$ cat src/rtl/rc5_key_mix.sv
// RC5 key expansion, second half: loads the L words, seeds the S table with P/Q,
// runs the 3*max(t,c) mixing loop and then serves the expanded S table on a read port.
module rc5_key_mix #(
   parameter int          w        = 32,
   parameter int          w_log    = 5,
   parameter int          r        = 12,
   parameter int          t        = 26,
   parameter int          t_length = 5,
   parameter int          c        = 4,
   parameter int          c_length = 2,
   parameter logic [31:0] P        = 32'hB7E15163,
   parameter logic [31:0] Q        = 32'h9E3779B9
) (
   input  logic                clk,
   input  logic                rst,
   input  logic                start,
   output logic                busy,
   output logic                done,
   output logic [c_length-1:0] L_address,
   input  logic [w-1:0]        L_sub_i,
   input  logic [t_length-1:0] s_rd_addr,
   output logic [w-1:0]        s_rd_data,
   output logic [2:0]          state_dbg
);

   // Handshake: start is a one-cycle request honoured only in IDLE or DONE; busy
   // covers LOAD_L..MIX, done holds the result valid until the next accepted start.
   typedef enum logic [2:0] {
      IDLE   = 3'd0,
      LOAD_L = 3'd1,
      INIT_S = 3'd2,
      MIX    = 3'd3,
      DONE   = 3'd4
   } state_t;

   localparam int N_MIX = 3 * ((t > c) ? t : c);
   localparam int CNT_W = $clog2(N_MIX + 1);

   localparam logic [CNT_W-1:0]    LOAD_LAST = CNT_W'(c - 1);
   localparam logic [CNT_W-1:0]    INIT_LAST = CNT_W'(t - 1);
   localparam logic [CNT_W-1:0]    MIX_LAST  = CNT_W'(N_MIX - 1);
   localparam logic [t_length-1:0] I_LAST    = t_length'(t - 1);
   localparam logic [c_length-1:0] J_LAST    = c_length'(c - 1);
   localparam logic [t_length:0]   T_EXT     = (t_length + 1)'(t);

   state_t              state, next_state;
   logic [CNT_W-1:0]    cnt;
   logic [t_length-1:0] i;
   logic [c_length-1:0] j;
   logic [w-1:0]        a, b;
   logic [w-1:0]        s_mem [t];
   logic [w-1:0]        l_mem [c];

   logic [w-1:0]        a_new, ab_sum, b_new;
   logic [t_length-1:0] init_idx, init_prev;
   logic [c_length-1:0] load_idx;

   function automatic logic [w-1:0] rotl(input logic [w-1:0] x, input logic [w_log-1:0] n);
      logic [2*w-1:0] d;
      d = {x, x} << n;
      return d[2*w-1:w];
   endfunction

   always_comb begin
      next_state = state;
      case (state)
         IDLE:    if (start) next_state = LOAD_L;
         LOAD_L:  if (cnt == LOAD_LAST) next_state = INIT_S;
         INIT_S:  if (cnt == INIT_LAST) next_state = MIX;
         MIX:     if (cnt == MIX_LAST) next_state = DONE;
         DONE:    if (start) next_state = LOAD_L;
         default: next_state = IDLE;
      endcase
   end

   always_comb begin
      a_new     = rotl(s_mem[i] + a + b, w_log'(3));
      ab_sum    = a_new + b;
      b_new     = rotl(l_mem[j] + ab_sum, ab_sum[w_log-1:0]);
      init_idx  = cnt[t_length-1:0];
      init_prev = init_idx - 1'b1;
      load_idx  = cnt[c_length-1:0];
   end

   always_ff @(posedge clk) begin
      if (!rst) begin
         state <= IDLE;
         cnt   <= '0;
         i     <= '0;
         j     <= '0;
         a     <= '0;
         b     <= '0;
      end else begin
         state <= next_state;
         if (state != next_state) cnt <= '0;
         else if (busy)           cnt <= cnt + 1'b1;
         case (state)
            INIT_S: begin
               i <= '0;
               j <= '0;
               a <= '0;
               b <= '0;
            end
            MIX: begin
               a <= a_new;
               b <= b_new;
               i <= (i == I_LAST) ? '0 : i + 1'b1;
               j <= (j == J_LAST) ? '0 : j + 1'b1;
            end
            default: ;
         endcase
      end
   end

   // Table storage is never cleared; writes are simply suppressed while rst is low.
   always_ff @(posedge clk) begin
      if (rst) begin
         case (state)
            LOAD_L: l_mem[load_idx] <= L_sub_i;
            INIT_S: s_mem[init_idx] <= (init_idx == '0) ? P : s_mem[init_prev] + Q;
            MIX: begin
               s_mem[i] <= a_new;
               l_mem[j] <= b_new;
            end
            default: ;
         endcase
      end
   end

   assign busy      = (state == LOAD_L) || (state == INIT_S) || (state == MIX);
   assign done      = (state == DONE);
   assign L_address = (state == LOAD_L) ? load_idx : '0;
   assign s_rd_data = ({1'b0, s_rd_addr} < T_EXT) ? s_mem[s_rd_addr] : '0;
   assign state_dbg = state;

endmodule

$ cat config.mk
export PLATFORM = sky130hd
export DESIGN_NAME = rc5_key_mix
export DESIGN_NICKNAME = d
export VERILOG_FILES = /design/src/rtl/rc5_key_mix.sv
export SDC_FILE = /design/constraint.sdc
export NUM_CORES = 2
export LEC_CHECK = 0
export ABC_CLOCK_PERIOD_IN_PS = 19300
export CAP_MARGIN = 20
export CORE_ASPECT_RATIO = 0.75
export CORE_MARGIN = 2
export CORE_UTILIZATION = 25
export DETAILED_ROUTE_END_ITERATION = 12
export SLEW_MARGIN = 10
export SYNTH_ARGS = -nofsm -noshare
export SYNTH_HDL_FRONTEND = slang
export SYNTH_SLANG_ARGS = --single-unit
$ cat constraint.sdc
create_clock -name clk -period 19.3 [get_ports clk]
set_input_delay 2.895 -clock clk [delete_from_list [all_inputs] [get_ports clk]]
set_output_delay 2.895 -clock clk [all_outputs]
set_load 0.005 [all_outputs]
Word level (Yosys, flattened, before mapping)
Memories as Yosys holds them, arrays and structs flattened. A register that Yosys moved wholly into a read port is not among the register bits.
Cells that the tools add are included.
Widths: inputs -> output; s select.
Word-level totals
  memory bits (writable): 960
  input port bits: 40
  register bits after elaboration: 81
  output and inout bits: 39
  memories kept: 2
Cells by class
  bitwise operators: 1
  shift-type cells: 1
  reduce and logical (&&, ||, !) cells: 9
  multiplexer cells: 33
  add/sub/neg operators: 9
  magnitude comparators: 1
  equality and inequality tests: 10
Memory list
  s_mem: depth 26, bits a word 32, read ports 3, clocked after memory_dff 1, wr ports 1, line 51  | logic [w-1:0] s_mem [t];
  l_mem: depth 4, bits a word 32, read ports 1, clocked after memory_dff 1, wr ports 1, line 52  | logic [w-1:0] l_mem [c];
Operator list (count)
  $add 32x32->32: 4
  $mux 32: 4
  $pmux 32 s2: 2
  $reduce_or 32->1: 2
  $shl 64x5->64: 1
  $add 32x32->32 const B: 1
  $mux 5: 4
  $mux 3: 4
  $pmux 3 s4: 1
  $mux 1: 11
  $mux 2: 5
  $pmux 5 s2: 1
  $add 7x1->7 const B: 1
  $eq 7x2->1 const B: 1
  $eq 7x5->1 const B: 1
  $eq 7x7->1 const B: 1
  $eq 3x2->1 const B: 2
  $add 5x1->5 const B: 1
  $eq 5x5->1 const B: 1
  $logic_not 5->1: 1
  $lt 5x5->1 const B: 1
  $sub 5x1->5 const B: 1
  $pmux 2 s2: 1
  $reduce_or 2->1: 2
  other kinds (9): 10

Depth between registers and ports, before layout
  depth after elaboration: 6
  depth in mapped cells: 50
  mapped depth without buffers: 45

Worst setup path before layout
OpenSTA, ideal clock, no wires.
  path type: register to register
  start point: register (tool-made name)
  end point: memory l_mem[0][31] (data pin)
  path buffers: 5
  arrival: 11.661 ns
  cell stages (with the launch flop): 47
  path slack: 7.438 ns
  setup time: 0.201 ns
  data required time: 19.099 ns
  cell sequence: dfxtp_1 -> clkbuf_1 -> clkbuf_1 -> clkbuf_1 -> buf_1 -> mux4_2 -> mux4_2 -> mux2_2 -> fa_1 -> ha_1 -> fa_1 -> a21o_1 -> a21oi_1 -> o21a_1 -> o211ai_1 -> nand4_1 -> a21oi_1 -> o41ai_1 -> (+11 left out) -> a211oi_1 -> o311ai_0 -> nand3_1 -> a31o_2 -> a21oi_1 -> xnor2_1 -> ha_1 -> buf_1 -> nand2_1 -> o21ai_0 -> a311o_1 -> and2_1 -> a211o_1 -> xor3_1 -> mux4_2 -> mux2i_4 -> mux2i_2 -> o21ai_0
RTL lines (line)
  end, declared: 52

==> results.cfg <==
[sta]
final_hold_viol_count = 0
rsz0062_at_grt = no
min_period_ns = 14.16
worstMarginPinSlew_ns = 1.165
fin_ws_ns = 5.140
drv_slew = 0
setup-violations-final = 0
slew_headroom = 0.2190
clock.fmax_mhz = 70.62
setup_tns_ns = 0
holdWs_ns = 0.4689
fin_crit_sh = 0.7337
finClkSkew_ns = 0.08540

[logic_synthesis]
async_reset_ff_frac = 0
netlist_top_cells_area = edfxtp_1, mux4_2, dfxtp_1
synth_top_family_by_area = multiplexers
synth-xor-area-share = 0.01720
yosys_warnings = 0
synth_compound_area_frac = 0.09914
synthesis.area_um2 = 62760
synthSimpleGateAreaFrac = 0.06010
syn-num-nets = 4513
synth-edff-count = 960
synthCells = 4340
avgSynthCellArea_um2 = 14.46
synthMuxAreaShare = 0.2804
ys_ff_latch = 1048
ys_seq_area_frac = 0.4874
synthDistinctLibCells = 92
yosysTopAreaCellShare = 0.4593
synthDominantAreaCellType = edfxtp_1
synthFlopType = edfxtp_1
synth_fa_ha_area_frac = 0.03058

[critical_path]
cpMaxStageDelayCell = buf_4
path_max_fanout = 40
cp.arrival_ns = 14.71
critical_path_class = flip-flop to flip-flop
endpoint_kind = flip-flop
path_delay_family = compound AO/OA/AOI/OAI gates
cp-start-kind = flip-flop
crit_top_cell = a21oi_1
required_ns = 19.85
slowest_delay_ns = 0.75
crit_buf_inv = 2

[outcome]
status = completed

[route]
drc = 0
drtIter0Drc = 6661
dr.pass1.iters = 7
num_vias = 44340
wl_per_cell_um = 28.65
ant_nets = 0
vias_per_cell = 5.746
wl_met2_mm = 99.35
dr.max_layer_used = met5
detail_route.wirelength_mm = 221.1
route.met3.wl_mm = 24.36
wl_met1_mm = 89.34

[die]
num_io_pins = 79
start_util = 0.2510
rows = 159
core_area_um2 = 250100
dieArea_um2 = 255100
die_x_um = 582.6
die_h_um = 437.9

[layout]
fin_util = 0.2858
multi_input_area_um2 = 30960
drive_above_1_share = 0.2589
fill_cells = 24710
seqCellArea_um2 = 30610
nets = 4498
area_growth_pct = 13.87
fin_cells = 7716

[placed_design]
place_ws_ns = 5.415
dp_cells = 7512
hpwl_mm = 135.0
io_buffers = 78
gp_congestion = 0.9280

[clock_tree]
postCtsSetupRepairBufs = 0
cts_max_level = 3
clock_latency_ns = 0.78
cts_buffers = 108
cts_resized = 0
cts_tree = yes
ctsHoldBuffers = 0
clk_pin_slew_ns = 0.07
cts_max_path_buffers = 3
cts_sinks = 1048
cts_root_buffer = clkbuf_16

[power]
power_switching_mw = 1.295
pwr-share-seq = 0.476
p_sw_frac = 0.2477
p_per_area_nw_per_um2 = 73.14
clockPowerShare = 0.416
intPower_mw = 3.932
combPwrFrac = 0.108
leakagePower_nw = 22.67
vdd.ir_drop.worst_mv = 0.06809

[global_route]
antenna_found_initial = 2
overflow = 0
grt_max_degree = 110
grt_pass1_vias = 42200
grt_use_total = 0.1678
grt_pass1_wl_mm = 314.2

[hold_path]
holdCritPathClass = flip-flop to flip-flop

[run]
maxCapViolations = 0
-- power by group through the flow --
| stage | clock, mW | sequential (mW) | combinational, mW |
|---|---|---|---|
| finish | 2.17 | 2.49 | 0.565 |
| global route | 2.28 | 2.49 | 0.593 |
| CTS | 2.20 | 2.49 | 0.558 |
| detailed placement | 0 | 2.54 | 0.556 |
| global placement | 0 | 2.54 | 0.552 |
| floorplan | 0 | 2.54 | 0.351 |
-- Yosys cell counts (72+ instances only) --
cell type	number
a211oi_1	72
mux4_2	661
ha_1	99
xnor2_1	79
a21oi_1	229
o21ai_0	139
mux2_2	95
nor2b_1	73
nand2_1	304
nor2_1	181
edfxtp_1	960
mux2i_1	158
dfxtp_1	88
clkbuf_1	217
-- registers in the layout, indices dropped and copies added (netlist names), named ones only --
| signal | flops |
|---|---|
| i | 5 |
| l_mem | 128 |
| b | 32 |
| a | 32 |
| cnt | 7 |
| state_dbg | 3 |
| j | 2 |
| s_mem | 832 |
-- kinds of logic (layout without fill, tap and decap cells) --
group / count (synthesis) / count (layout)
fa+ha+maj: 133 / 133
mux: 917 / 917
buf+inv: 400 / 475
flops: 1048 / 1048
simple gates: 806 / 806
compound gates: 916 / 916
xor+xnor: 120 / 120
other cells: 0 / 1
-- layout make-up --
| cell class | instances | area share |
|---|---|---|
| multi-input cells | 2892 | 0.4332 |
| flip-flops and latches | 1048 | 0.4283 |
| well taps | 3300 | 0.05777 |
| clock buffers | 138 | 0.04039 |
| repair buffers | 210 | 0.02645 |
| clock inverters | 62 | 0.01047 |
| inverters | 65 | 0.003431 |
| diodes | 1 | 0.00003501 |
-- per-layer routing --
metal  vias up  track usage
met5         -     0.003336
met4         3      0.05770
met3       415      0.03863
met2      3090       0.2564
met1     22950       0.2330
li1      17880            -
-- final timing paths --
check | slack [ns] | end | cells past startpoint | start
max | 5.14 | l_mem[3][4] | 42 | flip-flop
min | 0.47 | a[20] | 2 | a[20]
max reg2reg | 5.14 | l_mem[3][4] | 42 | flip-flop
min reg2reg | 0.47 | a[20] | 2 | a[20]
-- stage by stage --
step                      total power [mW]  instance area (µm²)
final                                5.227                71470
after global routing                 5.367                71470
after CTS                            5.245                71440
after detailed placement             3.095                67810
after global placement               3.090                67730
after floorplan                      2.891                62760
-- cell usage in the layout (no fill, tap or decap), types with 24 or more instances in the layout --
master	count
nor3_1	38
a211oi_1	72
a31oi_1	42
mux4_2	661
clkbuf_1	24
nor2b_1	72
o21bai_1	24
edfxtp_1	960
o221ai_1	45
and2_1	25
nand3_1	53
xnor2_1	76
ha_1	98
fa_1	34
o21ai_0	128
dfxtp_1	81
a21o_1	68
clkdlybuf4s50_1	74
a21oi_1	229
clkbuf_16	109
mux2_2	95
inv_1	61
nand4_1	33
buf_4	121
o211ai_1	28
nor2_4	32
mux2i_1	158
xor2_1	38
nor2_1	149
nand2_1	302
-- tightest hold or removal path, stage by stage (launching register included) --
cell and delay, ns:
dfxtp_1 0.33, nand2_1 0.06, nand2_1 0.04
(Power assumes the default switching activity.)
